<file path="src/rtl/fft_frame_sequencer_pkg.sv">
// Shared types and constants for the FFT frame sequencer and its display register.
package fft_frame_sequencer_pkg;

  localparam int SAMPLE_W = 16;
  localparam int AMP_W    = 9;
  localparam int DISP_W   = 32;

  localparam logic [7:0] MASK_LOW4  = 8'b1111_0000;
  localparam logic [7:0] MASK_ALL   = 8'h00;
  localparam logic [7:0] MASK_BLANK = 8'hFF;

  typedef enum logic [1:0] {
    IDLE        = 2'd0,
    COLLECT     = 2'd1,
    WAIT_RESULT = 2'd2,
    HOLD        = 2'd3
  } seq_state_e;

  // Peak goes in the upper half-word, amplitude in the lower, both zero-extended.
  function automatic logic [DISP_W-1:0] format_display(input logic [AMP_W-1:0] amp,
                                                       input logic [AMP_W-1:0] peak);
    return {{(DISP_W/2-AMP_W){1'b0}}, peak, {(DISP_W/2-AMP_W){1'b0}}, amp};
  endfunction

endpackage

</file>
<file path="src/rtl/fft_frame_sequencer_amp.sv">
// Amplitude/peak register: max-tracking peak with clear, formatted for the LED driver.
module amp_peak_reg
  import fft_frame_sequencer_pkg::*;
(
  input  logic              clk,
  input  logic              reset,
  input  logic              result_valid,
  input  logic [AMP_W-1:0]  result_amp,
  input  logic              clear_peak,
  output logic [DISP_W-1:0] display_number,
  output logic [7:0]        display_mask,
  output logic              display_update
);

  logic [AMP_W-1:0] amp_q;
  logic [AMP_W-1:0] peak_q;
  logic [AMP_W-1:0] amp_d;
  logic [AMP_W-1:0] peak_d;
  logic             refresh;

  assign refresh = result_valid | clear_peak;

  // A clear that coincides with a fresh result keeps the result as the new peak.
  always_comb begin
    amp_d  = amp_q;
    peak_d = peak_q;
    if (result_valid) begin
      amp_d  = result_amp;
      peak_d = (clear_peak || (result_amp > peak_q)) ? result_amp : peak_q;
    end else if (clear_peak) begin
      peak_d = '0;
    end
  end

  always_ff @(posedge clk or posedge reset) begin
    if (reset) begin
      amp_q          <= '0;
      peak_q         <= '0;
      display_number <= '0;
      display_mask   <= MASK_BLANK;
      display_update <= 1'b0;
    end else begin
      amp_q          <= amp_d;
      peak_q         <= peak_d;
      display_update <= refresh;
      if (refresh) begin
        display_number <= format_display(amp_d, peak_d);
        display_mask   <= (peak_d == '0) ? MASK_LOW4 : MASK_ALL;
      end
    end
  end

endmodule

</file>
<file path="src/rtl/fft_frame_sequencer.sv">
// Frame controller: gates PCM samples into FFT frames, waits for the result with a
// timeout, drives the display register and enforces a hold-off between frames.
module fft_frame_sequencer
  import fft_frame_sequencer_pkg::*;
#(
  parameter int FRAME_LEN      = 64,
  parameter int TIMEOUT_CYCLES = 4096,
  parameter int HOLD_CYCLES    = 1000000
) (
  input  logic                clk,
  input  logic                reset,
  input  logic                enable,
  input  logic                clear_peak,
  input  logic [SAMPLE_W-1:0] sample_in,
  input  logic                sample_valid,
  input  logic                fft_valid,
  input  logic [AMP_W-1:0]    fft_amplitude,
  output logic                fft_start,
  output logic [SAMPLE_W-1:0] fft_data,
  output logic                fft_data_valid,
  output logic [DISP_W-1:0]   display_number,
  output logic [7:0]          display_mask,
  output logic                display_update,
  output logic                busy,
  output logic                timeout_flag,
  output logic [7:0]          drop_count
);

  localparam int CNT_W  = (FRAME_LEN > 1)      ? $clog2(FRAME_LEN)      : 1;
  localparam int TMO_W  = (TIMEOUT_CYCLES > 1) ? $clog2(TIMEOUT_CYCLES) : 1;
  localparam int HOLD_W = (HOLD_CYCLES > 1)    ? $clog2(HOLD_CYCLES)    : 1;

  localparam logic [CNT_W-1:0]  LAST_SAMPLE = CNT_W'(FRAME_LEN - 1);
  localparam logic [TMO_W-1:0]  TMO_LAST    = TMO_W'(TIMEOUT_CYCLES - 1);
  localparam logic [HOLD_W-1:0] HOLD_LAST   = HOLD_W'(HOLD_CYCLES - 1);

  seq_state_e        state_q;
  seq_state_e        state_d;
  logic [CNT_W-1:0]  sample_cnt;
  logic [TMO_W-1:0]  tmo_cnt;
  logic [HOLD_W-1:0] hold_cnt;

  logic accept;
  logic drop;
  logic result_valid;
  logic timeout_hit;
  logic hold_done;

  assign accept       = (state_q == COLLECT) && sample_valid;
  assign drop         = sample_valid && ((state_q == WAIT_RESULT) || (state_q == HOLD));
  assign result_valid = (state_q == WAIT_RESULT) && fft_valid;
  assign timeout_hit  = (state_q == WAIT_RESULT) && !fft_valid && (tmo_cnt == TMO_LAST);
  assign hold_done    = (state_q == HOLD) && (hold_cnt == HOLD_LAST);

  // NOTE: state_d is defaulted before the case so every path assigns it and no latch is inferred.
  always_comb begin
    state_d = state_q;
    case (state_q)
      IDLE:        if (enable) state_d = COLLECT;
      COLLECT:     if (accept && (sample_cnt == LAST_SAMPLE)) state_d = WAIT_RESULT;
      WAIT_RESULT: begin
        if (fft_valid)        state_d = HOLD;
        else if (timeout_hit) state_d = COLLECT;
      end
      HOLD:        if (hold_done) state_d = enable ? COLLECT : IDLE;
      default:     state_d = IDLE;
    endcase
  end

  // NOTE: non-blocking assignments so every register here samples pre-edge values.
  always_ff @(posedge clk or posedge reset) begin
    if (reset) begin
      state_q        <= IDLE;
      busy           <= 1'b0;
      sample_cnt     <= '0;
      tmo_cnt        <= '0;
      hold_cnt       <= '0;
      fft_start      <= 1'b0;
      fft_data       <= '0;
      fft_data_valid <= 1'b0;
      timeout_flag   <= 1'b0;
      drop_count     <= '0;
    end else begin
      state_q        <= state_d;
      busy           <= (state_d != IDLE);
      fft_start      <= accept && (sample_cnt == '0);
      fft_data_valid <= accept;
      if (accept) fft_data <= sample_in;

      // Counters idle at zero outside their own state, so every entry starts fresh.
      if (state_q != COLLECT)  sample_cnt <= '0;
      else if (accept)         sample_cnt <= (sample_cnt == LAST_SAMPLE) ? '0 : sample_cnt + 1'b1;

      if (state_q != WAIT_RESULT) tmo_cnt <= '0;
      else                        tmo_cnt <= tmo_cnt + 1'b1;

      if (state_q != HOLD) hold_cnt <= '0;
      else                 hold_cnt <= hold_cnt + 1'b1;

      if (timeout_hit) timeout_flag <= 1'b1;
      if (drop && (drop_count != 8'hFF)) drop_count <= drop_count + 1'b1;
    end
  end

  amp_peak_reg u_amp_peak_reg (
    .clk            (clk),
    .reset          (reset),
    .result_valid   (result_valid),
    .result_amp     (fft_amplitude),
    .clear_peak     (clear_peak),
    .display_number (display_number),
    .display_mask   (display_mask),
    .display_update (display_update)
  );

endmodule

</file>
<file path="config.mk">
export PLATFORM = sky130hd
export DESIGN_NAME = fft_frame_sequencer
export DESIGN_NICKNAME = d
export VERILOG_FILES = /design/src/rtl/fft_frame_sequencer_pkg.sv /design/src/rtl/fft_frame_sequencer_amp.sv /design/src/rtl/fft_frame_sequencer.sv
export SDC_FILE = /design/constraint.sdc
export NUM_CORES = 1
export LEC_CHECK = 0
export BUFFER_PORTS_ARGS = -buffer_cell sky130_fd_sc_hd__buf_2
export CORE_MARGIN = 4
export CORE_UTILIZATION = 40
export DETAILED_ROUTE_END_ITERATION = 8
export SETUP_SLACK_MARGIN = 0.5
export SYNTH_ARGS = -nofsm -noshare
export SYNTH_HDL_FRONTEND = slang
export SYNTH_SLANG_ARGS = --single-unit
export TNS_END_PERCENT = 50
</file>
<file path="constraint.sdc">
create_clock -name clk -period 4.21 [get_ports clk]
set_clock_uncertainty 0.05 [all_clocks]
set_input_delay 0.842 -clock clk [delete_from_list [all_inputs] [get_ports clk]]
set_output_delay 0.842 -clock clk [all_outputs]
set_load 0.01 [all_outputs]
</file>
# ---- Yosys cells after proc, flatten, opt, wreduce, memory -nomap -nowiden
# Index checks and enable logic that the tools add are counted.
dict set report classes {
  add_sub_neg 4
  magnitude_cmp 1
  n_eq_ne 10
  muxes 17
  bitwise_logic 1
  n_reduce_logical 17
}
# op n
set op_table {}
lappend op_table {{9-bit two-way mux} 4}
lappend op_table {{20-bit by 1-bit adder with 20-bit output, second input constant} 1}
lappend op_table {{20-bit == test, second input constant} 1}
lappend op_table {{20-bit two-way mux} 1}
lappend op_table {{6-bit two-way mux} 3}
lappend op_table {{12-bit by 1-bit adder with 12-bit output, second input constant} 1}
lappend op_table {{12-bit == test, second input constant} 1}
lappend op_table {{12-bit two-way mux} 1}
lappend op_table {{2-bit two-way mux} 5}
lappend op_table {{9-bit greater-than comparator} 1}
lappend op_table {{1-bit logical AND} 9}
lappend op_table {{9-bit zero test} 1}
lappend op_table {{8-bit by 1-bit adder with 8-bit output, second input constant} 1}
lappend op_table {{8-bit two-way mux} 1}
lappend op_table {{8-bit != test, second input constant} 1}
lappend op_table {{2-bit one-hot mux with 4 select lines} 1}
lappend op_table {{6-bit by 1-bit adder with 6-bit output, second input constant} 1}
lappend op_table {{6-bit == test, second input constant} 1}
lappend op_table {{6-bit zero test} 1}
lappend op_table {{2-bit == test, second input constant} 2}
lappend op_table {{2-bit != test, second input constant} 2}
lappend op_table {{2-bit nonzero test} 2}
lappend op_table {{2-bit by 1-bit == test with 1-bit output, second input constant} 1}
lappend op_table {{2-bit zero test} 1}
lappend op_table {{other kinds (5)} 6}
dict set report word_totals {
  reg_bits 113
  input_bits 31
  out_inout_bits 69
  word_cells 65
}

# ---- Depth between registers and ports, before layout
# Gate-level depths: netlist of run 1.
dict set report logic_depth {
  word_depth 7
  depth_mapped 9
  ltp_nobuf 8
}

# ---- Hierarchy
# From an unflattened synthesis of run 1, not the netlist that was laid out.
dict set report unflattened {
  cells_unflattened 511
  hier_area_um2 5144.9
}
# mod instances cells_per_inst area_each_um2 seq_area_each_um2
set modules_own_cells {}
lappend modules_own_cells {fft_frame_sequencer 1 320 3065.4 1701.6}
lappend modules_own_cells {amp_peak_reg 1 191 2079.5 978.4}

# ---- Worst setup path after synthesis of run 1
# Ideal clock, no wire load.
dict set report synth_timing {
  path_type {input port to flip-flop}
  from {in fft_amplitude[8]}
  to {reg u_amp_peak_reg.display_number[17]}
  setup_time_ns 0.132
  t_arrival_ns 2.346
  required_time_ns 4.028
  slack_ns 1.682
  cell_stages 7
  n_path_buf 1
  path_cell_list {ha_1 nand4_2 or4_4 o31ai_4 buf_8 mux2i_1 o21ai_1}
}
dict set report synth_via {
  elab_chain_len 4
}
# item line
set synth_lines {}
lappend synth_lines {{start, declared} fft_frame_sequencer.sv:17} ;# input logic [AMP_W-1:0] fft_amplitude,
lappend synth_lines {{9-bit greater-than comparator} fft_frame_sequencer_amp.sv:29} ;# peak_d = (clear_peak || (result_amp > peak_q)) ? result_amp : peak_q;
lappend synth_lines {{1-bit logical OR} fft_frame_sequencer_amp.sv:29}
lappend synth_lines {{9-bit two-way mux} fft_frame_sequencer_amp.sv:29}
lappend synth_lines {{9-bit two-way mux} fft_frame_sequencer_amp.sv:27} ;# if (result_valid) begin
lappend synth_lines {{end signal, assigned} fft_frame_sequencer_amp.sv:47} ;# display_number <= format_display(amp_d, peak_d);
lappend synth_lines {{end, declared} fft_frame_sequencer_amp.sv:10} ;# output logic [DISP_W-1:0] display_number,
# No other way between the ends.
# A chain may end at the register's enable or synchronous reset.

# ---- Worst setup path in the final report of run 1
dict set report layout_timing {
  from {in fft_amplitude[8]}
  to {reg u_amp_peak_reg.peak_q[2]}
}
dict set report layout_via {
  elab_chain_len 4
}
# item line
set layout_lines {}
lappend layout_lines {{9-bit greater-than comparator} fft_frame_sequencer_amp.sv:29}
lappend layout_lines {{1-bit logical OR} fft_frame_sequencer_amp.sv:29}
lappend layout_lines {{9-bit two-way mux} fft_frame_sequencer_amp.sv:29}
lappend layout_lines {{9-bit two-way mux} fft_frame_sequencer_amp.sv:27}
lappend layout_lines {{net u_amp_peak_reg.peak_d[2]} fft_frame_sequencer_amp.sv:18} ;# logic [AMP_W-1:0] peak_d;
lappend layout_lines {{end signal, assigned} fft_frame_sequencer_amp.sv:44} ;# peak_q <= peak_d;
lappend layout_lines {{end, declared} fft_frame_sequencer_amp.sv:16} ;# logic [AMP_W-1:0] peak_q;
# The timed path passes the listed nets, and every way through them passes these cells.

==> results.py, run 1 <==
metrics = {
    "timing": {
        "layout_worst_path_cycle_share": 0.653,
        "setup-tns-final_ns": 0,
        "slew_of_the_pin_with_the_lowest_slew_margin_ns": 1.08,
        "fin_worst_hold_slack_ns": 0.413,
        "grt_setup_unrepaired": "false",
        "final_setup_vio_count": 0,
        "min_clock_period_post_route_ns": 2.75,
        "highest_clock_rate_mhz": 364,
        "timing.final.max_slew_violations": 0,
        "slew-limit-headroom": 0.280,
        "final-hold-violation-count": 0,
    },
    "floorplan": {
        "die_height_um": 121,
        "core_area_sq_um": 12200,
        "die_area_sq_um": 14500,
        "start_util": 0.415,
        "design.portCount": 100,
        "floorplan.die.width_um": 121,
        "std_cell_rows": 40,
    },
    "grt": {
        "overflow": 0,
        "gr-usage-all-layers": 0.149,
        "global_route_wire_length_before_repair_mm": 17.5,
        "antenna_violations_before_repair": 0,
        "grt_pass1_vias": 3753,
        "grt_max_degree": 90,
    },
    "yosys": {
        "post_synth_num_cell_types": 51,
        "synthesis.area_per_instance_sq_um": 9.94,
        "synth_enable_flop_cells": 0,
        "seq_area_frac_synth": 0.529,
        "synth_flop_cell": "sky130_fd_sc_hd__dfrtp_1",
        "postSynthRegisterBits": 107,
        "synthesis.yosys.warnings": 0,
        "synth_cells": 510,
        "ys_async_sr_fraction": 1.00,
        "synth.cell_area_sq_um": 5070,
    },
    "setup_path": {
        "cp_slowest_stage_delay_ns": 0.73,
        "regToRegEndpoint": "u_amp_peak_reg.display_mask[6]$_DFFE_PP1P_",
        "path_max_fanout": 14,
        "reg2reg_slack_ns": 1.61,
        "critPathRequiredTime_ns": 4.40,
        "r2r_startpoint": "state_q[1]$_DFF_PP0_",
        "cp.arrival_ns": 2.94,
        "critical_path_buf_inv_count": 1,
        "path_cells": "buf_2 > ha_1 > a21oi_1 > o221ai_1 > o31ai_4 > nor2_2 > a22o_1",
        "path_class": "primary input to flip-flop",
        "worstSetupStartpointType": "primary input",
        "setup.worst_path.end_class": "flip-flop",
        "critPathTopFamily": "compound AO/OA/AOI/OAI gates",
        "worst_path_max_delay_cell": "sky130_fd_sc_hd__o31ai_4",
        "timing.reg2reg.worst_path_depth": 6,
    },
    "power": {
        "total_leakage_power_nw": 2.82,
        "power.switching_mw": 0.683,
        "pwr-share-clk": 0.323,
        "power.ir.vdd_worst_mv": 0.259,
        "power_mw": 2.39,
        "power-per-cell-area_nw_per_um2": 411,
        "power_switching_share": 0.286,
        "power_report.internal_total_mw": 1.71,
        "comb_power_share": 0.165,
        "seqPwrFrac": 0.512,
    },
    "clock_network": {
        "total_number_of_clock_tree_sinks": 107,
        "clockRootBuffer": "sky130_fd_sc_hd__clkbuf_16",
        "cts_made_buffers": 9,
        "cts_hold_buf": 0,
        "cts_setup_buffers": 0,
        "clk-insertion-delay-late_ns": 0.35,
        "htree_levels": 3,
        "tritoncts": "done",
        "path_clk_slew_ns": 0.07,
        "cts.path.max_buffers": 2,
        "post_cts_resize_count": 0,
    },
    "routing": {
        "antenna_left": 0,
        "via_count": 3750,
        "drt_pre_antenna_iters": 4,
        "route.detailed.drc": 0,
        "wl_mm": 10.3,
        "drt_iter0_drc": 172,
        "routedWlPerCell_um": 13.6,
        "drt-vias-per-instance": 4.95,
    },
    "worst_hold_path": {
        "min_path_type": "flip-flop to flip-flop",
        "hold_start": "timeout_flag$_DFFE_PP0P_",
        "hold-path-cell-count": 1,
        "whs_endpoint": "timeout_flag$_DFFE_PP0P_",
    },
    "layout": {
        "postLayoutCellArea_sq_um": 5810,
        "area_delta_synth_final_pct": 14.6,
        "mostFrequentLayoutCell": "sky130_fd_sc_hd__nand2_1",
        "fillerInstances": 1140,
        "n_antenna_cell": 0,
        "layout.nets": 630,
        "layout-drive-gt1-share": 0.210,
        "layout.cells.most_common_list": "sky130_fd_sc_hd__nand2_1 (106), sky130_fd_sc_hd__dfrtp_1 (105), sky130_fd_sc_hd__buf_2 (85)",
    },
    "place": {
        "place.port_buffers": 85,
        "post-dp-hpwl_mm": 7.38,
        "placement.cell_area_sq_um": 5540,
        "globalplace.congestion": 0.822,
    },
    "job": {
        "timing.max_cap.violations": 0,
    },
    "outcome": {
        "result_of_the_run": "complete, no violations",
    },
}
==> sequential cells by signal, summed over array words and instances, names as in the netlist <==
name                           count
timeout_flag                       1
sample_cnt                         6
busy                               1
hold_cnt                          20
state_q                            2
drop_count                         8
u_amp_peak_reg.display_mask        2
fft_data                          16
fft_data_valid                     1
u_amp_peak_reg.display_number     18
u_amp_peak_reg.display_update      1
u_amp_peak_reg.amp_q               9
tmo_cnt                           12
fft_start                          1
u_amp_peak_reg.peak_q              9
==> synthesized netlist by cell type, types with 2 or more instances <==
master / number / area, sq um
sky130_fd_sc_hd__nand2_1: 106 / 398
sky130_fd_sc_hd__dfrtp_1: 105 / 2630
sky130_fd_sc_hd__nor2_1: 43 / 161
sky130_fd_sc_hd__buf_4: 21 / 158
sky130_fd_sc_hd__xor2_1: 21 / 184
sky130_fd_sc_hd__inv_1: 17 / 63.8
sky130_fd_sc_hd__a21oi_1: 14 / 70.1
sky130_fd_sc_hd__ha_1: 14 / 175
sky130_fd_sc_hd__nand3_1: 12 / 60.1
sky130_fd_sc_hd__o21ai_0: 12 / 60.1
sky130_fd_sc_hd__clkbuf_1: 11 / 41.3
sky130_fd_sc_hd__nand3b_1: 11 / 82.6
sky130_fd_sc_hd__mux2i_1: 10 / 100
sky130_fd_sc_hd__o21ai_1: 10 / 50.1
sky130_fd_sc_hd__mux2_2: 9 / 101
sky130_fd_sc_hd__or3_1: 9 / 56.3
sky130_fd_sc_hd__xnor2_1: 9 / 78.8
sky130_fd_sc_hd__a22o_1: 8 / 70.1
sky130_fd_sc_hd__and3_1: 8 / 50.1
sky130_fd_sc_hd__nand4_1: 8 / 50.1
sky130_fd_sc_hd__nor3_1: 5 / 25.0
sky130_fd_sc_hd__and2_1: 4 / 25.0
sky130_fd_sc_hd__nand2b_1: 4 / 25.0
sky130_fd_sc_hd__buf_2: 3 / 15.0
sky130_fd_sc_hd__nor4_1: 3 / 18.8
sky130_fd_sc_hd__a311oi_1: 2 / 17.5
sky130_fd_sc_hd__a31oi_1: 2 / 12.5
sky130_fd_sc_hd__dfstp_2: 2 / 52.6
sky130_fd_sc_hd__nor2_2: 2 / 12.5
sky130_fd_sc_hd__nor2b_1: 2 / 12.5
sky130_fd_sc_hd__o211ai_1: 2 / 15.0
sky130_fd_sc_hd__or2_2: 2 / 12.5
==> power by group through the flow <==
stage / sequential (mW) / clock (mW) / combinational, mW
2_1_floorplan: 1.28 / 0 / 0.214
3_3_place_gp: 1.24 / 0 / 0.396
3_5_place_dp: 1.24 / 0 / 0.403
4_1_cts: 1.23 / 0.801 / 0.403
5_1_grt: 1.24 / 0.846 / 0.452
6_report: 1.22 / 0.771 / 0.394
==> area by class of cell <==
type	instances	area, sq um	area share
flip-flops and latches	107	2680	0.461
multi-input cells	362	2140	0.369
repair buffers	87	440	0.0758
clock buffers	10	229	0.0394
well taps	168	210	0.0362
inverters	18	70.1	0.0121
clock inverters	6	40.0	0.00689
==> stage by stage <==
stage	setup slack, ns	util	std cells
after detailed placement	1.14	0.454	742
after global routing	1.26	0.476	758
final	1.46	0.476	758
after floorplan	0.504	-	523
after global placement	1.18	0.454	742
after CTS	1.50	0.476	758
==> metal layers <==
layer  global-route usage  vias to the layer above  routed length, um
li1                     -                     1843                  -
met1                0.198                     1778               4770
met2                0.229                      114               4620
met3               0.0514                       15                723
met4               0.0460                        0                166
met5                    0                        -                  0
==> how the worst max path moves through the flow <==
stage	startpoint	to	slack (ns)	depth (start not counted)
floorplan	reset	busy$_DFF_PP0_	0.50	1
global placement	fft_amplitude[8]	u_amp_peak_reg.peak_q[0]$_DFF_PP0_	1.18	7
detailed placement	fft_amplitude[8]	u_amp_peak_reg.peak_q[2]$_DFF_PP0_	1.14	7
CTS	fft_amplitude[8]	u_amp_peak_reg.peak_q[2]$_DFF_PP0_	1.50	7
global route	fft_amplitude[8]	u_amp_peak_reg.peak_q[2]$_DFF_PP0_	1.26	7
finish	fft_amplitude[8]	u_amp_peak_reg.peak_q[2]$_DFF_PP0_	1.46	7
==> logic make-up (layout without fill, tap and decap cells) <==
| kind of cell | count (synthesis) | in the layout | share of synthesized area |
|---|---|---|---|
| compound gates | 58 | 58 | 0.0750 |
| xor+xnor | 30 | 30 | 0.0518 |
| fa+ha+maj | 14 | 14 | 0.0346 |
| buf+inv | 54 | 121 | 0.0585 |
| flops | 107 | 107 | 0.529 |
| mux | 19 | 19 | 0.0397 |
| other cells | 1 | 14 | 0.000740 |
| simple gates | 227 | 227 | 0.211 |
No activity file was read; power rests on OpenSTA's default activity.
==> inputs of run 2 (changes only) <==
- clock period: 4.21 -> 2.9 ns (I/O delays scaled with it)
==> run 2 against run 1 <==
  * Clock power rose by 49%
  * Cell area rose by 2.6%
  * Sequential power rose by 46%
  * Combinational power rose by 52%
  * Global-route usage rose by 0.051 points
  * Utilization rose by 1.3 points
  * First-iteration DRC count rose by 4.1%
  * Worst hold slack got worse by 0.099 ns
  * Sequential share of layout area fell by 1.2 points
  * Register-to-register slack got worse by 0.99 ns
  * Routed wire length rose by 1.8%
  * Critical endpoint is now u_amp_peak_reg.display_number[17]$_DFFE_PP0P_
  * Largest cell class unchanged
==> results.py, run 2 (same netlist as run 1, synthesis figures left out) <==
metrics = {
    "timing": {
        "setup-tns-final_ns": 0,
        "slew_of_the_pin_with_the_lowest_slew_margin_ns": 0.672,
        "slew-limit-headroom": 0.551,
        "timing.final.ws_setup_ns": 0.619,
        "layout_worst_path_cycle_share": 0.786,
        "min_clock_period_post_route_ns": 2.28,
        "final_setup_vio_count": 0,
        "highest_clock_rate_mhz": 438,
        "grt_setup_unrepaired": "false",
        "timing.final.max_slew_violations": 0,
        "final-hold-violation-count": 0,
    },
    "setup_path": {
        "reg2reg_slack_ns": 0.62,
        "path_max_fanout": 6,
        "worstSetupStartpointType": "flip-flop",
        "cp.arrival_ns": 2.46,
        "path_class": "flip-flop to flip-flop",
        "setup.worst_path.end_class": "flip-flop",
        "critPathRequiredTime_ns": 3.08,
    },
    "floorplan": {
        "design.portCount": 100,
        "core_area_sq_um": 12200,
        "die_height_um": 121,
        "start_util": 0.415,
        "floorplan.die.width_um": 121,
        "die_area_sq_um": 14500,
        "std_cell_rows": 40,
    },
    "grt": {
        "overflow": 0,
        "gr-usage-all-layers": 0.149,
        "grt_pass1_vias": 3736,
        "grt_max_degree": 108,
        "antenna_violations_before_repair": 0,
        "global_route_wire_length_before_repair_mm": 17.6,
    },
    "power": {
        "power-per-cell-area_nw_per_um2": 591,
        "power_mw": 3.53,
        "power.ir.vdd_worst_mv": 0.500,
        "total_leakage_power_nw": 2.88,
    },
    "place": {
        "place.port_buffers": 85,
        "placement.cell_area_sq_um": 5590,
        "post-dp-hpwl_mm": 7.40,
        "globalplace.congestion": 0.923,
        "preCtsSetupSlack_ns": 0.0532,
    },
    "routing": {
        "route.detailed.drc": 0,
        "via_count": 3762,
        "drt_pre_antenna_iters": 4,
        "antenna_left": 0,
        "wl_mm": 10.5,
        "drt_iter0_drc": 179,
        "drt-vias-per-instance": 4.92,
        "routedWlPerCell_um": 13.7,
    },
    "clock_network": {
        "cts.path.max_buffers": 2,
        "path_clk_slew_ns": 0.06,
        "cts_hold_buf": 0,
        "cts_made_buffers": 9,
        "clockRootBuffer": "sky130_fd_sc_hd__clkbuf_16",
        "clk-insertion-delay-late_ns": 0.34,
        "total_number_of_clock_tree_sinks": 107,
        "htree_levels": 3,
        "tritoncts": "done",
    },
    "outcome": {
        "result_of_the_run": "complete, no violations",
    },
    "layout": {
        "area_delta_synth_final_pct": 17.7,
        "max_flop_register": "hold_cnt",
        "largest_register_ffs": 20,
        "postLayoutCellArea_sq_um": 5970,
        "layout.nets": 637,
        "fillerInstances": 1177,
        "mostFrequentLayoutCell": "sky130_fd_sc_hd__nand2_1",
        "layout.cells.most_common_list": "sky130_fd_sc_hd__nand2_1 (106), sky130_fd_sc_hd__dfrtp_1 (105), sky130_fd_sc_hd__buf_2 (85)",
        "post-route-util": 0.489,
        "n_antenna_cell": 0,
        "layout-drive-gt1-share": 0.223,
        "reg_top3": "hold_cnt x20, u_amp_peak_reg.display_number x18, fft_data x16",
    },
    "job": {
        "timing.max_cap.violations": 0,
    },
    "worst_hold_path": {
        "min_path_type": "primary input to asynchronous set/reset pin",
    },
}
## run 2: path summary, 6_finish.rpt
check / start / end / cells after the start
worst max-delay path: u_amp_peak_reg.peak_q[6]$_DFF_PP0_ / u_amp_peak_reg.display_number[17]$_DFFE_PP0P_ / 9
worst min-delay path: reset / u_amp_peak_reg.display_number[22]$_DFFE_PP0P_ / 3
worst max register to register: u_amp_peak_reg.peak_q[6]$_DFF_PP0_ / u_amp_peak_reg.display_number[17]$_DFFE_PP0P_ / 9
worst min register to register: fft_data[2]$_DFFE_PP0P_ / fft_data[2]$_DFFE_PP0P_ / 2
max in group asynchronous: reset / fft_data[15]$_DFFE_PP0P_ / 3
min in group clk: sample_in[10] / fft_data[10]$_DFFE_PP0P_ / 3
## run 2: worst max-delay path, stage by stage, from the launching register on
cell	delay (ns)
sky130_fd_sc_hd__dfrtp_1	0.36
sky130_fd_sc_hd__inv_1	0.09
sky130_fd_sc_hd__ha_1	0.34
sky130_fd_sc_hd__nand4_4	0.13
sky130_fd_sc_hd__or4_4	0.54
sky130_fd_sc_hd__o31ai_4	0.11
sky130_fd_sc_hd__buf_12	0.17
sky130_fd_sc_hd__buf_12	0.10
sky130_fd_sc_hd__mux2i_1	0.19
sky130_fd_sc_hd__o21ai_1	0.07
## run 2: power by group
group | internal (mW) | switching (mW)
Clock | 0.645 | 0.507
Sequential | 1.65 | 0.121
Combinational | 0.258 | 0.342
Total | 2.56 | 0.970
## run 2: layer usage
layer | vias up | routed length (um) | global-route usage
li1 | 1845 | - | -
met1 | 1785 | 4880 | 0.196
met2 | 119 | 4700 | 0.234
met3 | 13 | 718 | 0.0486
met4 | 0 | 166 | 0.0489
met5 | - | 0 | 0
## run 2: final cells by class
cell class	instances	area [sq um]	share of cell area
inverter	18	71.3	0.0120
clock inverter	2	10.0	0.00168
clock buffer	13	270	0.0453
tap	168	210	0.0352
multi-input combinational	362	2180	0.365
sequential	107	2680	0.449
timing repair buffer	94	548	0.0919
## run 2: repair_timing
| item | 4_1_cts | 5_1_grt |
|---|---|---|
| endpoints found under the setup margin | 16 | 5 |
| gates cloned | 0 | 1 |
| pin swaps | 1 | 0 |
| resized for setup | 0 | 4 |
| setup buffers | 2 | 0 |
## run 2: through the flow
stage	instances	hold slack, ns
after floorplan	523	0.386
after global placement	746	0.403
after detailed placement	746	0.408
after CTS	763	0.353
after global routing	764	0.366
final	764	0.315
